--- src/rtl/dac_pkg.sv ---
// dac_pkg: shared types and constants for the DAC SPI controller.
//   - FSM state enum (INIT only when DAC_SPI_CTRL_INIT_EN is defined)
//   - 4-bit DAC command codes, frame width, power-up argument
package dac_pkg;

  localparam int FRAME_W = 24;

  localparam logic [3:0]  CMD_WR_UPD    = 4'h3;     // write input reg and update DAC
  localparam logic [3:0]  CMD_SETUP_REF = 4'h8;     // reference setup
  localparam logic [19:0] REF_ON_ARG    = 20'h00001; // internal reference on

`ifdef DAC_SPI_CTRL_INIT_EN
  typedef enum logic [2:0] {IDLE, LOAD, SHIFT, HOLD, INIT} dac_state_e;
`else
  typedef enum logic [1:0] {IDLE, LOAD, SHIFT, HOLD} dac_state_e;
`endif

  // Write-and-update frame: {cmd, 1'b0, chan[2:0], data[15:0]}
  function automatic logic [FRAME_W-1:0] wr_frame(input logic [2:0] chan,
                                                  input logic [15:0] data);
    return {CMD_WR_UPD, 1'b0, chan, data};
  endfunction

endpackage

--- src/rtl/dac_sclk_gen.sv ---
// dac_sclk_gen: SCLK divider for the DAC serial link.
//   clk  : system clock            rst  : sync active-high reset
//   en   : run divider (SHIFT only) sclk : SCLK level, idle high
//   rise : one-cycle strobe, SCLK goes high at the next edge
//   fall : one-cycle strobe, SCLK goes low at the next edge
// When disabled the divider is parked with SCLK high and count zero, so
// every frame starts with a full SCLK_DIV high phase.
module dac_sclk_gen #(
  parameter int SCLK_DIV = 2
) (
  input  logic clk,
  input  logic rst,
  input  logic en,
  output logic sclk,
  output logic rise,
  output logic fall
);

  localparam int CW = $clog2(SCLK_DIV + 1);
  localparam logic [CW-1:0] CNT_LAST = CW'(SCLK_DIV - 1);

  logic [CW-1:0] cnt;
  logic          last;

  assign last = (cnt == CNT_LAST);
  assign fall = en & last & sclk;
  assign rise = en & last & ~sclk;

  always_ff @(posedge clk) begin
    if (rst) begin
      cnt  <= '0;
      sclk <= 1'b1;
    end else if (!en) begin
      cnt  <= '0;
      sclk <= 1'b1;
    end else if (last) begin
      cnt  <= '0;
      sclk <= ~sclk;
    end else begin
      cnt  <= cnt + 1'b1;
    end
  end

endmodule

--- src/rtl/dac_spi_ctrl.sv ---
// dac_spi_ctrl: pops instructions from a FWFT queue and serialises each as a
// 24-bit write-and-update frame to an 8-channel SPI DAC.
//   clk_in, reset_in (sync, active-high)
//   data_in/chan_in/data_valid_in : queue head;  rd_ack_out : pop pulse
//   dac_sclk_out (idle high), dac_sync_n_out, dac_din_out (MSB first)
//   busy_out : state is not IDLE
// Build option: DAC_SPI_CTRL_INIT_EN -- after reset, send one reference-on
// frame (24'h800001) before serving the queue.
module dac_spi_ctrl
  import dac_pkg::*;
#(
  parameter int W_DATA   = 16,
  parameter int W_CHS    = 3,
  parameter int SCLK_DIV = 2,
  parameter int HOLD_CYC = 2
) (
  input  logic              clk_in,
  input  logic              reset_in,
  input  logic [W_DATA-1:0] data_in,
  input  logic [W_CHS-1:0]  chan_in,
  input  logic              data_valid_in,
  output logic              rd_ack_out,
  output logic              dac_sclk_out,
  output logic              dac_sync_n_out,
  output logic              dac_din_out,
  output logic              busy_out
);

  localparam logic [4:0] BIT_LAST  = 5'(FRAME_W - 1);
  localparam logic [7:0] HOLD_LAST = 8'(HOLD_CYC - 1);

  dac_state_e         state, state_nx;
  logic [FRAME_W-1:0] sreg;
  logic [4:0]         bit_cnt;
  logic [7:0]         hold_cnt;
  logic               sclk, sclk_rise, sclk_fall;
  logic               unused_fall;
`ifdef DAC_SPI_CTRL_INIT_EN
  logic               init_pend;
`endif

  // Data only moves on rising SCLK, so the falling strobe has no consumer.
  assign unused_fall = sclk_fall;

  dac_sclk_gen #(.SCLK_DIV(SCLK_DIV)) u_sclk (
    .clk  (clk_in),
    .rst  (reset_in),
    .en   (state == SHIFT),
    .sclk (sclk),
    .rise (sclk_rise),
    .fall (sclk_fall)
  );

  assign dac_sclk_out = sclk;

  always_ff @(posedge clk_in) begin
    if (reset_in) begin
      state    <= IDLE;
      sreg     <= '0;
      bit_cnt  <= '0;
      hold_cnt <= '0;
`ifdef DAC_SPI_CTRL_INIT_EN
      init_pend <= 1'b1;
`endif
    end else begin
      state    <= state_nx;
      hold_cnt <= (state == HOLD) ? hold_cnt + 8'd1 : 8'd0;
      if (state != SHIFT) bit_cnt <= '0;
      case (state)
        LOAD: sreg <= wr_frame(3'(chan_in), 16'(data_in));
`ifdef DAC_SPI_CTRL_INIT_EN
        INIT: begin
          sreg      <= {CMD_SETUP_REF, REF_ON_ARG};
          init_pend <= 1'b0;
        end
`endif
        SHIFT: begin
          // Next bit is presented on the same edge SCLK returns high.
          if (sclk_rise) begin
            sreg    <= {sreg[FRAME_W-2:0], 1'b0};
            bit_cnt <= bit_cnt + 5'd1;
          end
        end
        default: ;
      endcase
    end
  end

  always_comb begin
    state_nx       = state;
    rd_ack_out     = 1'b0;
    busy_out       = 1'b1;
    dac_sync_n_out = 1'b1;
    dac_din_out    = 1'b0;
    case (state)
      IDLE: begin
        busy_out = 1'b0;
`ifdef DAC_SPI_CTRL_INIT_EN
        if (init_pend) state_nx = INIT;
        else
`endif
        if (data_valid_in) state_nx = LOAD;
      end
      LOAD: begin
        rd_ack_out = 1'b1;
        state_nx   = SHIFT;
      end
      SHIFT: begin
        dac_sync_n_out = 1'b0;
        dac_din_out    = sreg[FRAME_W-1];
        if (sclk_rise && bit_cnt == BIT_LAST) state_nx = HOLD;
      end
      HOLD: begin
        if (hold_cnt == HOLD_LAST) state_nx = IDLE;
      end
`ifdef DAC_SPI_CTRL_INIT_EN
      INIT: state_nx = SHIFT;
`endif
      default: state_nx = IDLE;
    endcase
  end

endmodule

--- config.mk ---
export PLATFORM = sky130hd
export DESIGN_NAME = dac_spi_ctrl
export DESIGN_NICKNAME = d
export VERILOG_FILES = /design/src/rtl/dac_pkg.sv /design/src/rtl/dac_sclk_gen.sv /design/src/rtl/dac_spi_ctrl.sv
export SDC_FILE = /design/constraint.sdc
export NUM_CORES = 1
export LEC_CHECK = 0
export ABC_AREA = 0
export CAP_MARGIN = 0
export CORE_ASPECT_RATIO = 1.5
export CORE_MARGIN = 2
export CORE_UTILIZATION = 45
export DETAILED_ROUTE_END_ITERATION = 16
export DONT_BUFFER_PORTS = 1
export SLEW_MARGIN = 15
export SYNTH_ARGS = -nofsm -noshare
export SYNTH_HDL_FRONTEND = slang
export SYNTH_SLANG_ARGS = --single-unit
--- constraint.sdc ---
create_clock -name clk_in -period 2.3 [get_ports clk_in]
set_clock_uncertainty 0.15 [all_clocks]
set_input_delay 0.345 -clock clk_in [delete_from_list [all_inputs] [get_ports clk_in]]
set_output_delay 0.345 -clock clk_in [all_outputs]
set_load 0.02 [all_outputs]
### Word level (Yosys, flattened, before mapping)

Cells that the tools add are included.

* input bits: 22
* output and inout bits: 5
* logic and storage cells: 46
* register bits after elaboration: 42

* bitwise operators: 5
* mux-type cells: 13
* reductions and logical operators: 8
* equal/unequal tests: 11
* $add $sub $neg: 3

Operators with widths (number)
* $pmux W24 S2: 1
* $mux W24: 1
* $mux W5: 3
* $add A8 B1 Y8 const B: 1
* $eq A8 B1 Y1 const B: 1
* $ne A2 B2 Y1 const B: 4
* $pmux W2 S4: 1
* $mux W2: 3
* $add A5 B1 Y5 const B: 1
* $eq A5 B5 Y1 const B: 1
* $eq A2 B1 Y1 const B: 2
* $eq A2 B2 Y1 const B: 2
* $mux W1: 4
* $reduce_or A2 Y1: 2
* $not A1 Y1: 3
* $reduce_and A3 Y1: 1
* $reduce_or A3 Y1: 1
* $add A2 B1 Y2 const B: 1
* $and A1 B1 Y1: 2
* $logic_not A2 Y1: 1
* $ne A2 B1 Y1 const B: 1
* $reduce_and A2 Y1: 1
* $reduce_bool A2 Y1: 1
* $logic_and A1 B1 Y1: 1

### Logic depth before layout (Yosys ltp)

* depth in word-level cells: 6
* mapped depth: 9
* depth with buffers taken out: 6

### Modules after synthesis

Synthesis repeated with hierarchy kept, for this count alone.

* cell total of the unflattened synthesis: 193
* area, all modules: 1876.8 um^2

Modules (own cells, without submodules)
* dac_spi_ctrl: seq. area each 780.7 um^2, area an instance 1754.2 um^2, times used 1, cells each 180
* dac_sclk_gen: seq. area each 60.1 um^2, area an instance 122.6 um^2, times used 1, cells each 13

### Worst setup path before layout

No wires, ideal clock.

* path type: reg2reg
* start point: register state[0]
* end point: register sreg[13]
* slack: 0.389 ns
* period minus slack after synthesis: 1.911 ns
* cell stages (with the launch flop): 9
* library setup time: 0.086 ns
* data arrival time: 1.675 ns
* data required time: 2.064 ns
* buffers on the path: 3
* cell sequence: dfxtp_1 > inv_1 > ha_1 > buf_2 > and3b_1 > or2_1 > buf_2 > buf_2 > a211oi_1

* word-level cells in the longest chain between the ends: 5
* elaborated cells on any way between the ends: 8
* classes of those cells: 3 x eq/ne; 1 x mux; 2 x bitwise; 2 x reduce/logical

Ends and longest elaborated chain
* start, declared: RTL line dac_spi_ctrl.sv:32 `dac_state_e state, state_nx;`
* start signal, assigned: RTL line dac_spi_ctrl.sv:66 `state <= state_nx;`
* $eq A2 B2 Y1: RTL line dac_spi_ctrl.sv:48, dac_spi_ctrl.sv:69
* $and A1 B1 Y1
* $and A1 B1 Y1: RTL line dac_sclk_gen.sv:27 `assign rise = en & last & ~sclk;`
* $ne A2 B2 Y1 (no line)
* $reduce_and A2 Y1 (no line)
* end signal, assigned: RTL line dac_spi_ctrl.sv:70 `LOAD: sreg <= wr_frame(3'(chan_in), 16'(data_in));`
* end signal, assigned: RTL line dac_spi_ctrl.sv:80 `sreg <= {sreg[FRAME_W-2:0], 1'b0};`
* end, declared: RTL line dac_spi_ctrl.sv:33 `logic [FRAME_W-1:0] sreg;`

Parallel ways exist; a longest one is shown, timed or not.
A chain may end at the register's enable or synchronous reset.

### Final worst setup path

* start point: register state[0]
* end point: output port dac_din_out

* word-level cells in the longest chain between the ends: 2

Ends and longest elaborated chain
* $eq A2 B2 Y1: RTL line dac_spi_ctrl.sv:95 `case (state)`
* $mux W1: RTL line dac_spi_ctrl.sv:95
* end, declared: RTL line dac_spi_ctrl.sv:25 `output logic dac_din_out,`

Every way passes these cells.

==> metrics.md <==
| Metric | Value |
|---|---|
| Status | complete, no violations |
| Initial DRC Count | 34 |
| Largest net degree at the start of global routing | 39 |
| TritonCTS buffer count | 5 |
| Initial cell density of the core | 46.7% |
| Fin. Hold Viols | 0 |
| Final WS setup | 0.183 ns |
| Post-Synth XOR/XNOR Area | 4.74% |
| Cell accounting for the most synthesized area | dfxtp_1 |
| I/O pins | 27 |
| Seq cells post-synth | 42 |
| First-pass GRT wire length | 5900 um |
| RSZ-0062 raised after global routing | false |
| Layout cell share with drive strength beyond 1 | 6.74% |
| Worst path buffer plus inverter count | 2 |
| Synth-to-Final Area Change | 6.83% |
| Cells along the critical path | inv_1, ha_1, buf_4, and2_1 |
| # port buffers | 0 |
| Clock Latency Late Sink | 0.29 ns |
| Vias per inst | 5.39 |
| Startpoint Class | register |
| CTS tree | built |
| Slew Limit Fails | 0 |
| Inst Count DP | 230 |
| Max Buffers Root-to-Sink | 2 |
| Drt first pass iters | 2 |
| CP max stage delay | 0.35 ns |
| Max Cap Violations | 0 |
| HP Class | input pin to register |
| Worst slack, placed | 0.347 ns |
| H-tree levels | 2 |
| F_max | 472 MHz |
| CTS clock-pin slew for the worst setup and hold paths | 0.08 ns |
| Delay-heaviest family, CP | buffers and inverters |
| P per Cell Area | 1110 mW/mm^2 |
| Seq/Total Area, Yosys | 45.5% |
| Crit path kind | register to output pin |
| Critical-path top delay cell | dfxtp_1 |
| Mapped Cells | 195 |
| Clock Sinks | 42 |
| Die width | 56.3 um |
| Most frequent cell after synthesis | dfxtp_1 |
| Post-synthesis simple-gate area fraction | 16.2% |
| Tcrit/Tclk final | 92.0% |
| Post-synth top cells | dfxtp_1, nor2_1, mux2i_1 |
| Remaining antenna violation count | 0 |
| Synth Warn # | 0 |
| Die area | 0.00465 mm^2 |
| Core area | 0.00396 mm^2 |
| Leakage power | 0.706 nW |
| Nets | 223 |
| Synth top area share | 45.5% |
| Adder-cell share of the synthesized area | 5.41% |
| Post-synth ARST share | 0% |
| Fillcell total | 386 |
| DIE HEIGHT | 82.5 um |
| Syn Std Cell Area | 0.00185 mm^2 |
| Worst-Margin Slew | 0.873 ns |
| Worst Setup End Kind | output pin |
| TNS Setup | 0 ns |
| Unique masters post-synth | 30 |
| Per-cell routed wire length | 14.0 um |
| Cell Rows | 28 |
| EDFF count, synth | 0 |
| Vias in the first global route | 1331 |
| Max VDD drop | 653 uV |
| Root Driver | clkbuf_8 |
| All-Layer GR Usage | 16.5% |
| Post-synthesis compound-gate area fraction | 12.9% |
| Largest family of logic cells by synthesized area | simple AND/OR/NAND/NOR gates |
| Initial antenna violation count | 0 |
| Syn nets | 225 |
| GRT Residual Overflow | 0 |
| Worst path arrival time | 1.62 ns |
| Final setup fails | 0 |
| DR vias | 1283 |
| Syn avg cell area | 9.48 um^2 |
| Post-synthesis mux area share | 10.8% |
| DP Wirelength | 2460 um |
| Synth Flop Type | dfxtp_1 |
| Diodes inserted | 0 |
| Synth area leaders | dfxtp_1, mux2i_1, nor2_1 |
| Post-Route WL | 3330 um |
| Relative slew slack | 41.6% |
| Crit path time final | 2.12 ns |
| CP required | 1.80 ns |
| GPL Wtd Cong | 0.697 |
| Worst Path Max Fanout | 21 |
| # DRC | 0 |
| Cell Count, Final, Fillers Out | 238 |
layer usage:
layer	track usage [%]	up-vias	share of wire, %
met1	17.4	589	39
met5	0	-	0
met4	7.14	0	1.3
li1	-	667	-
met2	30.8	23	55
met3	4.36	4	4.1
cell families (layout without fill, tap and decap cells):
kind of cell / Yosys count / after routing
xor+xnor: 10 / 10
buf+inv: 21 / 19
mux: 20 / 20
fa+ha+maj: 8 / 8
compound gates: 29 / 29
simple gates: 65 / 65
flops: 42 / 42
through the flow:
stage	total power [W]	cell area (um^2)	util, %	hold slack, ns
2_1_floorplan	0.00162	1850	-	0.254
3_3_place_gp	0.00173	1890	47.7	0.266
3_5_place_dp	0.00177	1890	47.7	0.270
4_1_cts	0.00223	1980	49.9	0.0493
5_1_grt	0.00237	1980	49.9	0.0480
6_report	0.00219	1980	49.9	0.0589
sequential cells by signal, indices dropped and copies added, names as in the netlist:
name,count
hold_cnt,8
sreg,24
u_sclk.cnt,2
bit_cnt,5
u_sclk.sclk,1
state,2
layout by cell type, fill, tap and decap left out, types with 2 or more instances in the layout:
cell type / Yosys / layout
nand2_1: 2 / 2
and3_1: 2 / 2
nor2_1: 41 / 41
buf_4: 0 / 2
mux2i_1: 20 / 20
inv_1: 8 / 8
a211oi_1: 18 / 18
ha_1: 8 / 8
nand4_1: 2 / 2
clkbuf_8: 0 / 5
dfxtp_1: 42 / 42
nand3_1: 4 / 4
a22oi_1: 4 / 4
xor2_1: 6 / 6
nand2b_1: 4 / 4
nor3_1: 4 / 4
xnor2_1: 4 / 4
nor2b_1: 2 / 2
clkinv_2: 0 / 2
cell type report:
cell class              count  area (um^2)  share of cell area, %
inverters                   8         30.0                   1.52
multi-input cells         132          925                   46.8
repair buffers              4         45.0                   2.28
well taps                  45         56.3                   2.85
clock buffers               5         68.8                   3.48
flip-flops and latches     42          841                   42.6
clock inverters             2         10.0                  0.507
path summary, 6_finish.rpt:
check                           startpoint                       end  slack [ns]  cells past startpoint
hold reg to reg   u_sclk.cnt[0]$_SDFF_PP0_  u_sclk.cnt[0]$_SDFF_PP0_        0.28                      1
setup / recovery     state[0]$_SDFFE_PP0P_               dac_din_out        0.18                      4
hold / removal                    reset_in     state[0]$_SDFFE_PP0P_        0.06                      2
setup reg to reg     state[0]$_SDFFE_PP0P_     sreg[10]$_SDFFE_PP0P_        0.35                      6
timing repair:
action                                  4_1_cts  5_1_grt
gates resized for setup                       0        0
setup buffers                                 0        0
endpoints found under the setup margin        0        0
hold buffers                                  1        0
endpoints found under the hold margin        24        0
report_power, final:
group / leakage (nW) / switching [W] / internal (W) / total [W]
clock network: 0.0438 / 0.000236 / 0.000204 / 0.000440
registers: 0.342 / 0.000103 / 0.000899 / 0.00100
logic: 0.320 / 0.000424 / 0.000323 / 0.000747
total: 0.706 / 0.000763 / 0.00143 / 0.00219
Power figures use the tool's default switching activity.
